==> src/rtl/safe_pkg.sv <==
// rtl/safe_pkg.sv - shared types and defaults for the safe front end and safe FSM
package safe_pkg;

  localparam int BTN_W                = 4;
  localparam int DEFAULT_MAX_FAILS    = 3;
  localparam int DEFAULT_LOCK_SECONDS = 10;

  typedef enum logic [1:0] {
    ARMED        = 2'd0,
    LOCKED       = 2'd1,
    RELEASE_WAIT = 2'd2
  } lock_state_t;

endpackage

==> src/rtl/sec_tick_gen.sv <==
// rtl/sec_tick_gen.sv - prescaler emitting a 1-cycle tick every TICK_CYCLES enabled cycles
module sec_tick_gen #(
  parameter int TICK_CYCLES = 50_000_000
) (
  input  logic clk,
  input  logic rst,
  input  logic clr_i,
  input  logic en_i,
  output logic tick_o
);

  localparam int CW = (TICK_CYCLES > 1) ? $clog2(TICK_CYCLES) : 1;
  localparam logic [CW-1:0] LAST = CW'(TICK_CYCLES - 1);

  logic [CW-1:0] cnt_q, cnt_d;

  always_comb begin
    cnt_d = cnt_q;
    if (clr_i) begin
      cnt_d = '0;
    end else if (en_i) begin
      cnt_d = (cnt_q == LAST) ? '0 : cnt_q + CW'(1);
    end
  end

  assign tick_o = en_i && !clr_i && (cnt_q == LAST);

  always_ff @(posedge clk) begin
    if (rst) begin
      cnt_q <= '0;
    end else begin
      cnt_q <= cnt_d;
    end
  end

endmodule

==> src/rtl/safe_lockout_ctrl.sv <==
// rtl/safe_lockout_ctrl.sv - button press detect, failure counting and timed input lockout
module safe_lockout_ctrl
  import safe_pkg::*;
#(
  parameter int TICK_CYCLES  = 50_000_000,
  parameter int LOCK_SECONDS = DEFAULT_LOCK_SECONDS,
  parameter int MAX_FAILS    = DEFAULT_MAX_FAILS
) (
  input  logic                              clk,
  input  logic                              rst,
  input  logic [BTN_W-1:0]                  btn_in,
  input  logic                              fail_pulse,
  input  logic                              unlock_pulse,
  output logic [BTN_W-1:0]                  btn_out,
  output logic                              locked_out,
  output logic [$clog2(MAX_FAILS+1)-1:0]    fail_count,
  output logic [$clog2(LOCK_SECONDS+1)-1:0] secs_left
);

  localparam int FW = $clog2(MAX_FAILS + 1);
  localparam int SW = $clog2(LOCK_SECONDS + 1);

  lock_state_t      state_q, state_d;
  logic [BTN_W-1:0] btn_prev_q;
  logic [BTN_W-1:0] btn_out_q, btn_out_d;
  logic             locked_q;
  logic [FW-1:0]    fail_q, fail_d, fail_inc;
  logic [SW-1:0]    secs_q, secs_d;
  logic             press;
  logic             tick;

  // Only an idle-to-pressed transition counts; sliding between buttons does not.
  assign press    = (btn_prev_q == '0) && (btn_in != '0);
  assign fail_inc = fail_q + FW'(1);

  sec_tick_gen #(
    .TICK_CYCLES(TICK_CYCLES)
  ) u_sec_tick (
    .clk   (clk),
    .rst   (rst),
    .clr_i (state_q != LOCKED),
    .en_i  (state_q == LOCKED),
    .tick_o(tick)
  );

  always_comb begin
    state_d   = state_q;
    fail_d    = fail_q;
    secs_d    = secs_q;
    btn_out_d = '0;
    case (state_q)
      ARMED: begin
        if (press) btn_out_d = btn_in;
        if (unlock_pulse) begin
          fail_d = '0;
        end else if (fail_pulse) begin
          if (fail_inc == FW'(MAX_FAILS)) begin
            state_d = LOCKED;
            fail_d  = '0;
            secs_d  = SW'(LOCK_SECONDS);
          end else begin
            fail_d = fail_inc;
          end
        end
      end
      LOCKED: begin
        if (tick) begin
          secs_d = secs_q - SW'(1);
          if (secs_q == SW'(1)) state_d = RELEASE_WAIT;
        end
      end
      RELEASE_WAIT: begin
        // A button still held at expiry must be released before re-arming.
        if (btn_in == '0) state_d = ARMED;
      end
      default: state_d = ARMED;
    endcase
  end

  always_ff @(posedge clk) begin
    if (rst) begin
      state_q    <= ARMED;
      btn_prev_q <= '1;
      btn_out_q  <= '0;
      locked_q   <= 1'b0;
      fail_q     <= '0;
      secs_q     <= '0;
    end else begin
      state_q    <= state_d;
      btn_prev_q <= btn_in;
      btn_out_q  <= btn_out_d;
      locked_q   <= (state_d != ARMED);
      fail_q     <= fail_d;
      secs_q     <= secs_d;
    end
  end

  assign btn_out    = btn_out_q;
  assign locked_out = locked_q;
  assign fail_count = fail_q;
  assign secs_left  = secs_q;

endmodule

==> config.mk <==
export PLATFORM = sky130hd
export DESIGN_NAME = safe_lockout_ctrl
export DESIGN_NICKNAME = d
export VERILOG_FILES = /design/src/rtl/safe_pkg.sv /design/src/rtl/sec_tick_gen.sv /design/src/rtl/safe_lockout_ctrl.sv
export SDC_FILE = /design/constraint.sdc
export NUM_CORES = 1
export LEC_CHECK = 0
export BUFFER_PORTS_ARGS = -buffer_cell sky130_fd_sc_hd__buf_2
export CORE_ASPECT_RATIO = 1.4
export CORE_MARGIN = 2
export CORE_UTILIZATION = 36
export CTS_CLUSTER_SIZE = 10
export DETAILED_ROUTE_END_ITERATION = 8
export GPL_TIMING_DRIVEN = 0
export PLACE_DENSITY = 0.52
export REMOVE_ABC_BUFFERS = 1
export SYNTH_ARGS = -nofsm -noshare
export SYNTH_HDL_FRONTEND = slang
export SYNTH_HIERARCHICAL = 1
export SYNTH_SLANG_ARGS = --single-unit
==> constraint.sdc <==
create_clock -name clk -period 3 [get_ports clk]
set_input_delay 0.15 -clock clk [delete_from_list [all_inputs] [get_ports clk]]
set_output_delay 0.15 -clock clk [all_outputs]
set_load 0.01 [all_outputs]
==> results_dict.tcl <==
set metrics [dict create \
    fin_nets 243 \
    placed_cells 290 \
    drt_first_iter_violations 49 \
    fin_crit_ns 2.59 \
    clkSinkCount 43 \
    yosys_warnings 6 \
    syn_avg_cell_area_um2 9.23 \
    cp_top_family "simple AND/OR/NAND/NOR gates" \
    cp_slowest_cell "nor4_1" \
    fin_skew_ns 0.00267 \
    die_h_um 91.4 \
    drt-met1-wl_um 1810 \
    antenna_found_initial 0 \
    initial_core_util_pct 37.5 \
    peakVddDrop_mv 0.191 \
    rsz0062_at_grt "false" \
    power.internal_w 0.000747 \
    cp_common_cell "nand2b_1" \
    postCtsHoldBufs 0 \
    path_clk_slew_ns 0.08 \
    holdWs_ns 0.0668 \
    hold_viol_final 0 \
    via_count 1590 \
    fmax_mhz 386 \
    io_pins 19 \
    ant_nets 0 \
    synth_xor_area_share_pct 6.24 \
    synth_seq_cells 43 \
    dp.final_hpwl_um 2690 \
    critPathRequiredTime_ns 3.22 \
    synthMuxAreaShare_pct 0.509 \
    cts_inserted_buffers 5 \
    synth_cell_types 44 \
    slew_viol_final 0 \
    grt_pass1_wl_um 6640 \
    crit_buf_inv 1 \
    cap_viol_max_count 0 \
    switchingPower_w 0.000204 \
    highest_layer "met4" \
    cts-root-buf "clkbuf_8" \
    grt_max_degree 18 \
    stdcell_count 298 \
    die_x_um 66.5 \
    grt_remaining_overflow 0 \
    fp.coreArea_um2 5240 \
    area_delta_synth_final_pct 12.2 \
    synthAdderAreaFrac_pct 2.55 \
    finalWeightedCongestion 0.727 \
    dr_wl_met3_um 129 \
    dr.pass1.iters 4 \
    drc_errors 0 \
    synth_seq_area_share_pct 43.8 \
    clk_path_buf_depth 2 \
    cts_resized 0 \
    slew_headroom_pct 58.2 \
    pwr-share-seq_pct 60.6 \
    syn_inst 213 \
    die-area_um2 6080 \
    cp.arrival_ns 2.81 \
    synth-compound-area-share_pct 11.8 \
    critPathKind "reg -> reg" \
    crit_fanout 9 \
    setup_viol_count_final 0 \
    power.total_w 0.000951 \
    routed_via_density 5.34 \
    p_sw_share_pct 21.5 \
    cp-end-kind "register" \
    wl_per_cell_um 13.1 \
    wl_met2_um 1890 \
    io_buffers 18 \
    power.density_nw_per_um2 431 \
    p_comb_share_pct 2.1 \
    worst_pin_slew_ns 0.628 \
    fin_ws_ns 0.406 \
    htreeDepth 2 \
    grt_pass1_vias 1500 \
    pre_cts_ws_ns 0.385 \
    grtUsageTotal_pct 14.1 \
    min_path_type "in -> reg" \
    p_clk_share_pct 37.3 \
    critPathLaunchType "register" \
    leakage_nw 0.723 \
    cts_tree "built" \
    path_cells "nand2b_1 -> inv_2 -> nand4_2 -> nand2b_1 -> nor4_1 -> nor4b_1 -> nand3b_1 -> a31oi_1" \
    clk_latency_ns 0.29 \
    drive_above_1_share_pct 15.9 \
    cts_setup_buffers 0 \
    synth_top_family_by_area "simple AND/OR/NAND/NOR gates" \
    placementRows 31 \
    run_status "completed" \
    critPathMaxStageDelay_ns 0.52 \
    utilization_pct 42.1 \
    n_antenna_cell 0 \
    yosys.area_share.simple_pct 32.2 \
    wirelength_um 3920 \
    period_share_pct 86.5 \
    synth_area_um2 1970 \
]
flip-flops by register name, summed over array words and instances (netlist names):
name / count
u_sec_tick/cnt_q: 26
btn_out: 4
btn_prev_q: 4
secs_left: 4
fail_count: 2
state_q: 2
locked_out: 1
cells in the final DEF (no fill, tap or decap), types with 7 or more instances in the layout:
cell type | synthesis | routed
nand2_1 | 10 | 10
a21oi_1 | 16 | 16
buf_2 | 6 | 18
xnor2_1 | 8 | 8
or4_1 | 7 | 7
or3_1 | 8 | 8
o31ai_1 | 8 | 8
nor2_1 | 18 | 18
nand4_1 | 9 | 9
dfxtp_1 | 43 | 43
synthesized netlist by cell type:
master | number | area [um^2]
or3_1 | 8 | 50.1
o31ai_1 | 8 | 60.1
nand3_1 | 6 | 30.0
nor3b_1 | 1 | 7.51
or2_2 | 4 | 25.0
a22o_1 | 1 | 8.76
inv_1 | 4 | 15.0
clkbuf_1 | 2 | 7.51
a31oi_1 | 1 | 6.26
o21ai_0 | 6 | 30.0
or4_1 | 7 | 52.6
mux2i_1 | 1 | 10.0
and3_1 | 1 | 6.26
nor4bb_1 | 1 | 10.0
inv_2 | 1 | 3.75
nand4b_1 | 1 | 8.76
nor4_1 | 3 | 18.8
nor4b_2 | 1 | 15.0
and4_1 | 5 | 43.8
nor4_2 | 1 | 12.5
or4_4 | 1 | 11.3
nand2b_1 | 2 | 12.5
xor2_1 | 6 | 52.6
nand3b_1 | 4 | 30.0
ha_1 | 4 | 50.1
buf_2 | 6 | 30.0
nand2_1 | 10 | 37.5
nand4bb_1 | 1 | 11.3
a21oi_1 | 16 | 80.1
nand4_2 | 2 | 25.0
a21oi_2 | 1 | 8.76
nor4b_1 | 3 | 26.3
and3b_1 | 2 | 17.5
a21bo_1 | 1 | 10.0
or2_0 | 1 | 6.26
dfxtp_1 | 43 | 861
nor2_1 | 18 | 67.6
a221oi_1 | 1 | 8.76
o21bai_1 | 1 | 7.51
and2_1 | 5 | 31.3
o31ai_2 | 1 | 12.5
xnor2_1 | 8 | 70.1
nor3_1 | 4 | 20.0
nand4_1 | 9 | 56.3
cell type report:
cell class                      count  area (um^2)
Clock inverter                      1         5.00
Sequential cell                    43          861
Tap cell                           66         82.6
Clock buffer                        7         76.3
Timing Repair Buffer               19          105
Inverter                            5         18.8
Multi-Input combinational cell    157         1060
Fill cell                         535         3030
power groups by stage:
stage / sequential [W] / combinational, W / clock, W
floorplan: 0.000590 / 0.00000799 / 0
global placement: 0.000590 / 0.0000200 / 0
detailed placement: 0.000590 / 0.0000198 / 0
CTS: 0.000577 / 0.0000199 / 0.000375
global route: 0.000578 / 0.0000220 / 0.000399
finish: 0.000577 / 0.0000197 / 0.000355
per-layer routing:
metal | vias to the layer above | track usage, %
met4 | 0 | 5.61
met5 | - | 0
li1 | 823 | -
met2 | 24 | 23.7
met3 | 5 | 3.72
met1 | 738 | 16.7
cells by family after synthesis:
logic type	after synthesis
AOI/OAI and AO/OA	37
muxes	1
adders and majority gates	4
and+or+nand+nor	101
buffers and inverters	13
DFF	43
xor gates and xnor gates	14
worst paths after layout:
kind	depth (start not counted)	slack (ns)	startpoint	endpoint
hold reg to reg	2	0.50	u_sec_tick/cnt_q[25]$_SDFFE_PP0P_	u_sec_tick/cnt_q[25]$_SDFFE_PP0P_
setup / recovery	8	0.41	state_q[0]$_SDFF_PP0_	secs_left[3]$_SDFFE_PP0P_
setup reg to reg	8	0.41	state_q[0]$_SDFF_PP0_	secs_left[3]$_SDFFE_PP0P_
hold / removal	2	0.07	btn_in[3]	btn_prev_q[3]$_SDFF_PP1_
stage by stage:
step,area (um^2),TNS (ns)
floorplan,1930,0
global placement,2100,-0.996
detailed placement,2120,0
CTS,2210,0
global route,2210,0
finish,2210,0
(Power assumes the default switching activity.)
